**src/rtl/irq_defs_pkg.sv**
```systemverilog
// Shared constants and FSM encoding for the interrupt request front-end.
// Pure definitions: no logic, no latency, no backpressure.
package irq_defs;

    localparam int N_IRQ = 8;
    localparam int ID_W  = 3;

    typedef enum logic {
        IDLE = 1'b0,
        REQ  = 1'b1
    } state_t;

endpackage

```
**src/rtl/priority_encoder.sv**
```systemverilog
// 8:3 priority encoder; the highest set bit wins.
// Purely combinational (zero latency); no backpressure.
module priority_encoder
    import irq_defs::*;
(
    input  logic [N_IRQ-1:0] in,
    output logic [ID_W-1:0]  out,
    output logic             valid
);

    // Scan upward so the last (highest) set bit overwrites the lower ones.
    always_comb begin
        out = '0;
        for (int i = 0; i < N_IRQ; i++) begin
            if (in[i]) begin
                out = ID_W'(i);
            end
        end
    end

    assign valid = |in;

endmodule

```
**src/rtl/irq_request_ctrl.sv**
```systemverilog
// Edge-detected sticky interrupt pending bits, masked arbitration, valid/ack grant.
// Latency: irq edge to req_valid is 2 cycles; one bubble cycle between grants.
// Backpressure: a presented request is held stable until req_ack or clear_all.
module irq_request_ctrl
    import irq_defs::*;
(
    input  logic             clk,
    input  logic             rst,
    input  logic [N_IRQ-1:0] irq_in,
    input  logic [N_IRQ-1:0] irq_mask,
    input  logic             req_ack,
    input  logic             clear_all,
    output logic             req_valid,
    output logic [ID_W-1:0]  req_id,
    output logic [N_IRQ-1:0] pending,
    output logic [N_IRQ-1:0] overflow
);

    state_t            state;
    state_t            state_nxt;
    logic [ID_W-1:0]   req_id_nxt;
    logic [N_IRQ-1:0]  irq_prev;
    logic [N_IRQ-1:0]  evt;
    logic [N_IRQ-1:0]  ack_clr;
    logic              ack_fire;
    logic [N_IRQ-1:0]  enc_in;
    logic [ID_W-1:0]   enc_out;
    logic              enc_valid;

    assign evt      = irq_in & ~irq_prev;
    assign ack_fire = (state == REQ) && req_ack && !clear_all;
    assign ack_clr  = ack_fire ? (N_IRQ'(1) << req_id) : '0;
    assign enc_in   = pending & irq_mask;

    priority_encoder u_prio_enc (
        .in    (enc_in),
        .out   (enc_out),
        .valid (enc_valid)
    );

    // A fresh event outranks the ack-clear of the same bit so nothing is lost.
    always_ff @(posedge clk) begin
        if (rst) begin
            irq_prev <= irq_in;
            pending  <= '0;
            overflow <= '0;
        end else begin
            irq_prev <= irq_in;
            if (clear_all) begin
                pending  <= '0;
                overflow <= '0;
            end else begin
                pending  <= (pending & ~ack_clr) | evt;
                overflow <= overflow | (evt & pending & ~ack_clr);
            end
        end
    end

    always_ff @(posedge clk) begin
        if (rst) begin
            state  <= IDLE;
            req_id <= '0;
        end else begin
            state  <= state_nxt;
            req_id <= req_id_nxt;
        end
    end

    // No pre-emption: once in REQ, req_id only changes after returning to IDLE.
    always_comb begin
        state_nxt  = state;
        req_id_nxt = req_id;
        if (clear_all) begin
            state_nxt = IDLE;
        end else begin
            case (state)
                IDLE: begin
                    if (enc_valid) begin
                        state_nxt  = REQ;
                        req_id_nxt = enc_out;
                    end
                end
                REQ: begin
                    if (req_ack) begin
                        state_nxt = IDLE;
                    end
                end
                default: state_nxt = IDLE;
            endcase
        end
    end

    assign req_valid = (state == REQ);

endmodule

```
**config.mk**
```make
export PLATFORM = sky130hd
export DESIGN_NAME = irq_request_ctrl
export DESIGN_NICKNAME = d
export VERILOG_FILES = /design/src/rtl/irq_defs_pkg.sv /design/src/rtl/priority_encoder.sv /design/src/rtl/irq_request_ctrl.sv
export SDC_FILE = /design/constraint.sdc
export NUM_CORES = 1
export LEC_CHECK = 0
export ABC_AREA = 1
export BUFFER_PORTS_ARGS = -buffer_cell sky130_fd_sc_hd__buf_2
export CAP_MARGIN = 20
export CORE_MARGIN = 2
export CORE_UTILIZATION = 40
export DETAILED_ROUTE_END_ITERATION = 12
export GPL_ROUTABILITY_DRIVEN = 0
export GPL_TIMING_DRIVEN = 0
export PLACE_DENSITY = 0.68
export SYNTH_ARGS = -nofsm -noshare
export SYNTH_HDL_FRONTEND = slang
export SYNTH_HIERARCHICAL = 1
export SYNTH_SLANG_ARGS = --single-unit
```
**constraint.sdc**
```tcl
create_clock -name clk -period 1.2 [get_ports clk]
set_clock_uncertainty 0.15 [all_clocks]
set_input_delay 0.12 -clock clk [delete_from_list [all_inputs] [get_ports clk]]
set_output_delay 0.12 -clock clk [all_outputs]
set_load 0.1 [all_outputs]
```
==> impl_metrics.tcl <==
set metrics [dict create \
    status "finished with violations" \
    violations "setup timing" \
    r2r_cells 9 \
    hold_class "primary input to flip-flop" \
    finalPower_mw 1.96 \
    core_mm2 0.00298 \
    crit_path_end_kind "output pin" \
    ys_ff_latch 28 \
    synth_area_mm2 0.00122 \
    grt_max_degree 16 \
    cp_max_fo 2 \
    critPathMaxStageDelay_ps 370 \
    portBuffers 39 \
    cts_tree "yes" \
    drt-initial-drc-count 25 \
    ant_nets 0 \
    synth_ff_type "dfxtp_1" \
    finish.utilization_pct 71.6 \
    power_density_mw_per_mm2 920 \
    nets 251 \
    synth-edff-count 0 \
    numCtsBuffers 3 \
    finalSetupViolations 13 \
    vias 1164 \
    insertion_delay_ps 330 \
    via_per_inst 4.43 \
    num_rows 20 \
    cellLeakagePower_nw 0.930 \
    avgSynthCellArea_um2 7.33 \
    wl_mm 2.82 \
    syn_nets 187 \
    drv_cap 0 \
    crit_chain "buf_4 > buf_6 > buf_12" \
    grt_pass1_vias 1119 \
    max_freq_ghz 0.733 \
    syn_to_final_growth_pct 74.2 \
    start_util_pct 41.1 \
    synth-async-reset-ratio_pct 0 \
    yosys.area.top_type_share_pct 45.8 \
    crit_type "flip-flop to output pin" \
    start_kind "flip-flop" \
    clkSlewWorstSetupHoldPaths_ps 150 \
    drive_gt1_share_pct 55.2 \
    synth.most_common_cell "nand2_1" \
    synth.yosys.warnings 6 \
    grt_overflow 0 \
    diodes 0 \
    clockBufferDepth 2 \
    drv_slew 0 \
    hpwlAfterDp_mm 1.86 \
    cts_sinks 28 \
    drc 0 \
    boundaryPins 40 \
    wl_per_cell_um 10.7 \
    fin_crit_sh_pct 114 \
    synthTopCellsByCount "nand2_1, inv_1, dfxtp_1, nor2_1, a21oi_2" \
    dieArea_mm2 0.00352 \
    fin_ws_ps -165 \
    rsz0062_at_grt "yes" \
    synth_area_leaders "dfxtp_1, nand2_1, inv_1" \
    ir_worst_vdd_v 0.00109 \
    synth_cells 167 \
    hold_path_depth 4 \
    cts_max_level 1 \
    crit_arrival_ps 1090 \
    die_height_um 59.3 \
    antenna_found_initial 0 \
    cts-root-buf "clkbuf_4" \
    drtPass1Iterations 4 \
    synth_cell_type_count 14 \
    maxSlewHeadroom_pct 81.3 \
    track_usage_pct 17.3 \
    die_x_um 59.3 \
    synth_seq_area_share_pct 45.8 \
    hold_violations 0 \
    synth.largest_area_cell "dfxtp_1" \
    required_ps 930 \
    crit_slowest_cell "dfxtp_4" \
    tightest_slew_ps 279 \
    grt_pass1_wl_mm 4.63 \
    period_minus_slack_ps 1360 \
]
[kinds of logic after synthesis]
family                 share of synthesized area, %
AND/OR/NAND/NOR                                29.9
AO/OA/AOI/OAI                                  12.1
flip-flops                                     45.8
buffers and inverters                          12.3
[worst paths after layout]
path,start,to,slack [ps]
min reg2reg,overflow[3],overflow[3],330
max reg2reg,pending[3],req_id[2],-150
max,pending[2],pending[2],-160
min,clear_all,req_id[1],10
[repair_timing]
item,CTS,global route
buffers inserted,8,3
hold buffers,10,0
pin swaps,5,12
resized for setup,73,42
setup endpoints to repair,24,39
endpoints found under the hold margin,28,0
[sequential cells by signal, summed over array words and instances (netlist names)]
name,flops
req_id,3
overflow,8
pending,8
req_valid,1
irq_prev,8
[report_power, final]
| group | internal (mW) | switching, mW | leakage [nW] |
|---|---|---|---|
| Combinational | 0.208 | 0.288 | 0.666 |
| Sequential | 0.954 | 0.0380 | 0.243 |
| Clock | 0.186 | 0.287 | 0.0210 |
[routing by layer]
layer  vias up  share of wire [%]  track usage, %
li1        628                  -               -
met1       505                 43            21.3
met2        29                 51            30.0
met3         2                5.7            5.90
met4         0               0.46            1.95
met5         -                  0               0
[stage by stage]
| stage | hold WS [ps] | cell area [um^2] | setup TNS [ps] | instances | setup WS (ps) |
|---|---|---|---|---|---|
| after floorplan | -2.28 | 1290 | -1370 | 167 | -195 |
| after global placement | 86.0 | 1530 | -739 | 239 | -218 |
| after detailed placement | 88.5 | 1530 | -802 | 239 | -228 |
| after CTS | 5.52 | 1980 | -830 | 261 | -162 |
| after global routing | 29.3 | 2130 | -2660 | 263 | -296 |
| final | 13.2 | 2130 | -925 | 263 | -165 |
[cell type report]
cell class                 instances  area (um^2)
sequential                        28          616
fill                             245          846
buffer                             2         22.5
timing repair buffer              59          678
inverter                          34          128
clock buffer                       4         36.3
tap                               33         41.3
multi-input combinational        103          611
[critical path: cells and delay by family (launching register included)]
kind | cells | cell delay, ps
flip-flops | 1 | 370
buffers and inverters | 3 | 390
[placed cells by master (no fill, tap or decap), drive strengths merged]
cell type / count
nor2: 13
clkbuf: 4
or2: 9
buf: 51
nand2: 48
nand3: 1
dlygate4sd3: 10
nor3: 1
a21oi: 19
inv: 34
nor3b: 9
dfxtp: 28
o21ai: 3
Note: power is estimated with default switching activity, not from simulation.
